==> src/rtl/boot_pkg.sv <==
// Shared types and constants for the instruction-memory boot loader.
package boot_pkg;

  typedef enum logic [2:0] {
    StIdle,
    StLen,
    StData,
    StChk,
    StDone,
    StErr
  } boot_state_e;

  localparam int unsigned LEN_BYTES  = 4;
  localparam int unsigned WORD_BYTES = 4;

endpackage

==> src/rtl/byte_assembler.sv <==
// Collects little-endian bytes into a 32-bit word; word_valid_o flags the byte that completes it.
module byte_assembler
  import boot_pkg::*;
(
  input  logic        clk,
  input  logic        reset,
  input  logic        clr_i,
  input  logic        valid_i,
  input  logic [7:0]  data_i,
  output logic        word_valid_o,
  output logic [31:0] word_o
);

  logic [1:0]  cnt_q, cnt_d;
  logic [31:0] shift_q, shift_d;

  always_comb begin
    cnt_d   = cnt_q;
    shift_d = shift_q;
    if (clr_i) begin
      cnt_d   = '0;
      shift_d = '0;
    end else if (valid_i) begin
      cnt_d   = cnt_q + 2'd1;
      shift_d = {data_i, shift_q[31:8]};
    end
  end

  // The completing byte is merged combinationally so the word is usable in its arrival cycle.
  assign word_valid_o = valid_i && !clr_i && (cnt_q == 2'(WORD_BYTES - 1));
  assign word_o       = {data_i, shift_q[31:8]};

  always_ff @(posedge clk or posedge reset) begin
    if (reset) begin
      cnt_q   <= '0;
      shift_q <= '0;
    end else begin
      cnt_q   <= cnt_d;
      shift_q <= shift_d;
    end
  end

endmodule

==> src/rtl/imem_boot_loader.sv <==
// Streams a length-prefixed image into instruction memory while holding the core in reset.
// Optional trailing XOR checksum byte enabled by defining BOOT_CHECKSUM_EN.
module imem_boot_loader
  import boot_pkg::*;
#(
  parameter int unsigned ADDR_WIDTH = 10
) (
  input  logic                  clk,
  input  logic                  reset,
  input  logic                  start,
  input  logic [7:0]            rx_data,
  input  logic                  rx_valid,
  output logic                  rx_ready,
  output logic                  imem_we,
  output logic [ADDR_WIDTH-1:0] imem_addr,
  output logic [31:0]           imem_wdata,
  output logic                  cpu_hold,
  output logic                  busy,
  output logic                  done,
  output logic                  error
);

  localparam logic [32:0] Capacity = 33'(1) << ADDR_WIDTH;
`ifdef BOOT_CHECKSUM_EN
  localparam boot_state_e TailSt = StChk;
`else
  localparam boot_state_e TailSt = StDone;
`endif

  boot_state_e           state_q, state_d;
  logic [ADDR_WIDTH:0]   len_q, len_d;
  logic [ADDR_WIDTH:0]   wcnt_q, wcnt_d;
  logic                  ready_q, ready_d;
  logic                  we_q, we_d;
  logic [ADDR_WIDTH-1:0] addr_q, addr_d;
  logic [31:0]           wdata_q, wdata_d;
  logic                  hold_q, hold_d;
  logic                  busy_q, busy_d;
  logic                  done_q, done_d;
  logic                  err_q, err_d;
`ifdef BOOT_CHECKSUM_EN
  logic [7:0]            csum_q, csum_d;
`endif

  logic        xfer;
  logic        asm_clr, asm_valid, asm_word_valid;
  logic [31:0] asm_word;

  assign xfer = rx_valid && ready_q;

  byte_assembler u_asm (
    .clk          (clk),
    .reset        (reset),
    .clr_i        (asm_clr),
    .valid_i      (asm_valid),
    .data_i       (rx_data),
    .word_valid_o (asm_word_valid),
    .word_o       (asm_word)
  );

  always_comb begin
    state_d   = state_q;
    len_d     = len_q;
    wcnt_d    = wcnt_q;
    we_d      = 1'b0;
    addr_d    = addr_q;
    wdata_d   = wdata_q;
    asm_clr   = 1'b0;
    asm_valid = 1'b0;
`ifdef BOOT_CHECKSUM_EN
    csum_d    = csum_q;
`endif
    case (state_q)
      StIdle, StDone, StErr: begin
        if (start) begin
          state_d = StLen;
          asm_clr = 1'b1;
          wcnt_d  = '0;
`ifdef BOOT_CHECKSUM_EN
          csum_d  = '0;
`endif
        end
      end
      StLen: begin
        asm_valid = xfer;
        if (asm_word_valid) begin
          len_d = asm_word[ADDR_WIDTH:0];
          if ({1'b0, asm_word} > Capacity) begin
            state_d = StErr;
          end else if (asm_word == '0) begin
            state_d = TailSt;
          end else begin
            state_d = StData;
          end
        end
      end
      StData: begin
        asm_valid = xfer;
        if (asm_word_valid) begin
          we_d    = 1'b1;
          addr_d  = wcnt_q[ADDR_WIDTH-1:0];
          wdata_d = asm_word;
          wcnt_d  = wcnt_q + 1'b1;
          if (wcnt_q == len_q - (ADDR_WIDTH + 1)'(1)) begin
            state_d = TailSt;
          end
        end
      end
`ifdef BOOT_CHECKSUM_EN
      StChk: begin
        if (xfer) begin
          state_d = (rx_data == csum_q) ? StDone : StErr;
        end
      end
`endif
      default: state_d = StIdle;
    endcase
`ifdef BOOT_CHECKSUM_EN
    if (xfer && (state_q == StLen || state_q == StData)) begin
      csum_d = csum_q ^ rx_data;
    end
`endif
  end

  // Status outputs are registered images of the next state.
  always_comb begin
    ready_d = state_d inside {StLen, StData, StChk};
    busy_d  = ready_d;
    done_d  = (state_d == StDone);
    err_d   = (state_d == StErr);
    hold_d  = (state_d != StDone);
  end

  always_ff @(posedge clk or posedge reset) begin
    if (reset) begin
      state_q <= StIdle;
      len_q   <= '0;
      wcnt_q  <= '0;
      ready_q <= 1'b0;
      we_q    <= 1'b0;
      addr_q  <= '0;
      wdata_q <= '0;
      hold_q  <= 1'b1;
      busy_q  <= 1'b0;
      done_q  <= 1'b0;
      err_q   <= 1'b0;
`ifdef BOOT_CHECKSUM_EN
      csum_q  <= '0;
`endif
    end else begin
      state_q <= state_d;
      len_q   <= len_d;
      wcnt_q  <= wcnt_d;
      ready_q <= ready_d;
      we_q    <= we_d;
      addr_q  <= addr_d;
      wdata_q <= wdata_d;
      hold_q  <= hold_d;
      busy_q  <= busy_d;
      done_q  <= done_d;
      err_q   <= err_d;
`ifdef BOOT_CHECKSUM_EN
      csum_q  <= csum_d;
`endif
    end
  end

  assign rx_ready   = ready_q;
  assign imem_we    = we_q;
  assign imem_addr  = addr_q;
  assign imem_wdata = wdata_q;
  assign cpu_hold   = hold_q;
  assign busy       = busy_q;
  assign done       = done_q;
  assign error      = err_q;

endmodule

==> config.mk <==
export PLATFORM = sky130hd
export DESIGN_NAME = imem_boot_loader
export DESIGN_NICKNAME = d
export VERILOG_FILES = /design/src/rtl/boot_pkg.sv /design/src/rtl/byte_assembler.sv /design/src/rtl/imem_boot_loader.sv
export SDC_FILE = /design/constraint.sdc
export NUM_CORES = 1
export LEC_CHECK = 0
export CORE_AREA = 2 2 119 75
export DETAILED_ROUTE_END_ITERATION = 10
export DIE_AREA = 0 0 121 77
export PLACE_DENSITY = 0.78
export SLEW_MARGIN = 10
export SYNTH_ARGS = -nofsm -noshare
export SYNTH_HDL_FRONTEND = slang
export SYNTH_SLANG_ARGS = --single-unit
==> constraint.sdc <==
create_clock -name clk -period 3.59 [get_ports clk]
set_clock_uncertainty 0.05 [all_clocks]
set_input_delay 0.359 -clock clk [delete_from_list [all_inputs] [get_ports clk]]
set_output_delay 0.359 -clock clk [all_outputs]
set_load 0.05 [all_outputs]
==> metrics.md <==
| Metric | Value |
|---|---|
| Hold Crit Class | `reg2reg` |
| Yosys warning total | `0` |
| Vias in the first global route | `between 3000 and 4000` |
| Sinks on Clock Net | `98` |
| Worst hold endpoint | `imem_addr[5]$_DFFE_PP0P_` |
| Period minus WS final | `approximately 2700 ps` |
| Avg Cell Area, Syn | `about 9 µm²` |
| Drt pass-1 iters | `5` |
| Outcome | `finished, final reports clean` |
| Initial Utilization | `between 50% and 60%` |
| CTS Hold Bufs | `0` |
| CTS tree | `built` |
| Routed wire length | `between 10000 and 15000 µm` |
| Metal-1 WL | `roughly 5000 µm` |
| H-tree depth | `3` |
| RSZ-0062 raised after global routing | `no` |
| LEAKAGE | `~2.6 nW` |
| Cell variety after synth | `48` |
| Worst VDD drop | `0.000370 V` |
| DR WL/cell | `around 16 µm` |
| DIE HEIGHT | `~77 µm` |
| Actual slew at the worst max-slew pin | `708 ps` |
| CP Capture Type | `register` |
| EDFF count, synth | `0` |
| Detail Placement HPWL | `between 7000 and 8000 µm` |
| Power Density | `631 nW/µm²` |
| Nature of the critical path startpoint | `register` |
| Via-per-instance ratio | `5.47` |
| Hold Crit Start | `imem_addr[5]$_DFFE_PP0P_` |
| Hold depth | `2` |
| Critical path class | `reg2reg` |
| Post-synthesis sequential element count | `98` |
| Post-DP Area | `5070 µm²` |
| R2R setup slack | `880 ps` |
| Post-Synthesis Cells | `approximately 490` |
| Reg2Reg Capture Point | `done$_DFF_PP0_` |
| Clock Path Buffers | `2` |
| Post-Synthesis Net Count | `around 500` |
| Largest net degree at the start of global routing | `60` |
| Setup Fix Bufs, Post-CTS | `0` |
| Total GRT Usage | `about a quarter` |
| Reg2Reg Launch Point | `len_q[3]$_DFFE_PP0P_` |
| Mapped Area | `about 4400 µm²` |
| WP data arrival | `2890 ps` |
| Cts repair resizes | `0` |
| Sequential area share after synthesis | `between 50% and 60%` |
| Hold Vio Cnt, Final | `0` |
| Clk pin slew, worst setup/hold paths | `approximately 60 ps` |
| Cts bufs inserted | `9` |
| Dominant synthesized flop cell | `dfrtp_1` |
| Die Area | `a little over 9000 µm²` |
| Antenna diodes | `0` |
| Final Max Tran Viols | `0` |
| Global route overflow | `0` |
| Std cell rows | `26` |
| R2R depth | `6` |
| Skew-Pair Late Insertion Delay | `between 300 and 400 ps` |
| Number of nets in the layout | `around 550` |
| # port buffers | `between 50 and 60` |
| Utilization after layout | `65.2%` |
| Post-synth ARST share | `100%` |
| Critical Path RT | `~3800 ps` |
| Clk Tree Root Cell | `clkbuf_16` |
| # setup viols final | `0` |
| Area delta synth->final | `22.7%` |
| Core region area | `about 8000 µm²` |
| Gpl congestion | `0.910` |
| First-pass GRT wire length | `between 15000 and 20000 µm` |
| I/O Pins | `60` |
| DRC | `0` |
| Worst-path maximum fanout | `6` |
| Top layer in use | `met4` |
| Max Cap Violations | `0` |
| WL met3 | `between 700 and 800 µm` |
| Fraction of layout instances using a drive strength above 1 | `~7.4%` |
| Initial antenna violation count | `0` |
| Setup TNS Final | `0 ps` |
| Fmax | `approximately 370 MHz` |
| Detail Route met2 WL | `around 4300 µm` |
| Design Area, Final | `around 5400 µm²` |
| Drt initial violations | `around 260` |
| Die Span X | `roughly 120 µm` |
| Period utilization | `between 70% and 80%` |
| Post-DRT Antenna Nets | `0` |
| Slew HR | `between 50% and 60%` |
| Via count | `about 3600` |
## logic make-up (layout without fill, tap and decap cells)
family	Yosys count	count (layout)	synth area share, %
flip-flops	98	98	56.1
AND/OR/NAND/NOR	260	260	25.4
multiplexers	7	7	1.77
AO/OA/AOI/OAI	66	66	9.38
XOR/XNOR	17	17	3.40
buffers and inverters	35	91	3.09
adder cells (fa/ha/maj)	3	3	0.858
## layout by cell type, fill, tap and decap left out, drive strengths merged, types with 2 or more instances in the layout
| cell | netlist | final |
|---|---|---|
| nand2 | 194 | 194 |
| dfrtp | 97 | 97 |
| clkdlybuf4s50 | 0 | 59 |
| o21ai | 37 | 37 |
| nor2 | 17 | 17 |
| xor2 | 13 | 13 |
| clkbuf | 24 | 9 |
| inv | 9 | 9 |
| a21oi | 7 | 7 |
| nor4 | 7 | 7 |
| buf | 2 | 7 |
| nand2b | 6 | 6 |
| nand3 | 6 | 6 |
| mux2 | 6 | 6 |
| nand4 | 5 | 5 |
| or3 | 5 | 5 |
| xnor2 | 4 | 4 |
| nor3 | 4 | 4 |
| clkinvlp | 0 | 4 |
| a211oi | 4 | 4 |
| or4 | 4 | 4 |
| o211ai | 3 | 3 |
| ha | 3 | 3 |
| o31ai | 3 | 3 |
| or2 | 2 | 2 |
| and3 | 2 | 2 |
| o32ai | 2 | 2 |
| nor2b | 2 | 2 |
| clkinv | 0 | 2 |
| a2111oi | 2 | 2 |
## through the flow
| stage | hold WS [ps] | power [mW] | worst slack (ps) | instances |
|---|---|---|---|---|
| after floorplan | 405 | 2.15 | 621 | 486 |
| after global placement | 412 | 2.38 | 984 | 638 |
| after detailed placement | 412 | 2.43 | 915 | 638 |
| after CTS | 429 | 3.39 | 912 | 654 |
| after global routing | 449 | 3.59 | 755 | 654 |
| final | 423 | 3.39 | 882 | 654 |
## registers in the layout (all words and copies together) (netlist names)
signal	cells
imem_wdata	32
u_asm.shift_q	24
len_q	11
wcnt_q	11
imem_addr	10
state_q	3
u_asm.cnt_q	2
busy	1
cpu_hold	1
done	1
error	1
imem_we	1
## critical path, cell delays in order, from the launching register on
cell and delay [ps]:
dfrtp_1 430, or4_4 580, or3_2 450, and3_1 200, o32ai_1 600, o31ai_2 140
and2_1 160
## layout make-up
| class | instances | area, µm² |
|---|---|---|
| sequential | 98 | 2450 |
| timing repair buffer | 66 | 643 |
| tap | 112 | 140 |
| fill | 656 | 2860 |
| inverter | 9 | 36.3 |
| multi-input combinational | 353 | 1800 |
| clock inverter | 7 | 70.1 |
| clock buffer | 9 | 225 |
## synthesized netlist by cell type (all sizes together) (2+ instances only)
cell | n | area (µm²)
nand2 | 194 | 728
dfrtp | 97 | 2430
o21ai | 37 | 185
clkbuf | 24 | 90.1
nor2 | 17 | 63.8
xor2 | 13 | 114
inv | 9 | 33.8
a21oi | 7 | 35.0
nor4 | 7 | 43.8
mux2 | 6 | 67.6
nand2b | 6 | 37.5
nand3 | 6 | 30.0
nand4 | 5 | 31.3
or3 | 5 | 33.8
a211oi | 4 | 30.0
nor3 | 4 | 20.0
or4 | 4 | 33.8
xnor2 | 4 | 35.0
ha | 3 | 37.5
o211ai | 3 | 22.5
o31ai | 3 | 27.5
a2111oi | 2 | 23.8
and3 | 2 | 12.5
buf | 2 | 11.3
nor2b | 2 | 12.5
o32ai | 2 | 17.5
or2 | 2 | 12.5
## worst max-delay path by stage
| stage | from | to | slack, ps | cells after the start |
|---|---|---|---|---|
| floorplan | reset | busy$_DFF_PP0_ | 620 | 1 |
| global placement | len_q[3]$_DFFE_PP0P_ | done$_DFF_PP0_ | 980 | 6 |
| detailed placement | rx_valid | wcnt_q[3]$_DFFE_PP0P_ | 910 | 8 |
| CTS | len_q[4]$_DFFE_PP0P_ | done$_DFF_PP0_ | 910 | 6 |
| global route | len_q[0]$_DFFE_PP0P_ | done$_DFF_PP0_ | 750 | 8 |
| finish | len_q[3]$_DFFE_PP0P_ | done$_DFF_PP0_ | 880 | 6 |
## report_power, final
part	switching, mW	internal (mW)	total (mW)	leakage (nW)
logic	0.546	0.346	0.893	1.12
clock network	0.419	0.537	0.956	0.133
registers	0.241	1.30	1.54	1.31
## metal layers
metal  vias to the layer above  global-route usage, %
met5                         -                      0
met3                        12                   7.74
met2                       134                   31.7
met4                         0                   7.09
met1                      1726                   37.9
li1                       1706                      -
No activity file was read; power rests on OpenSTA's default activity.
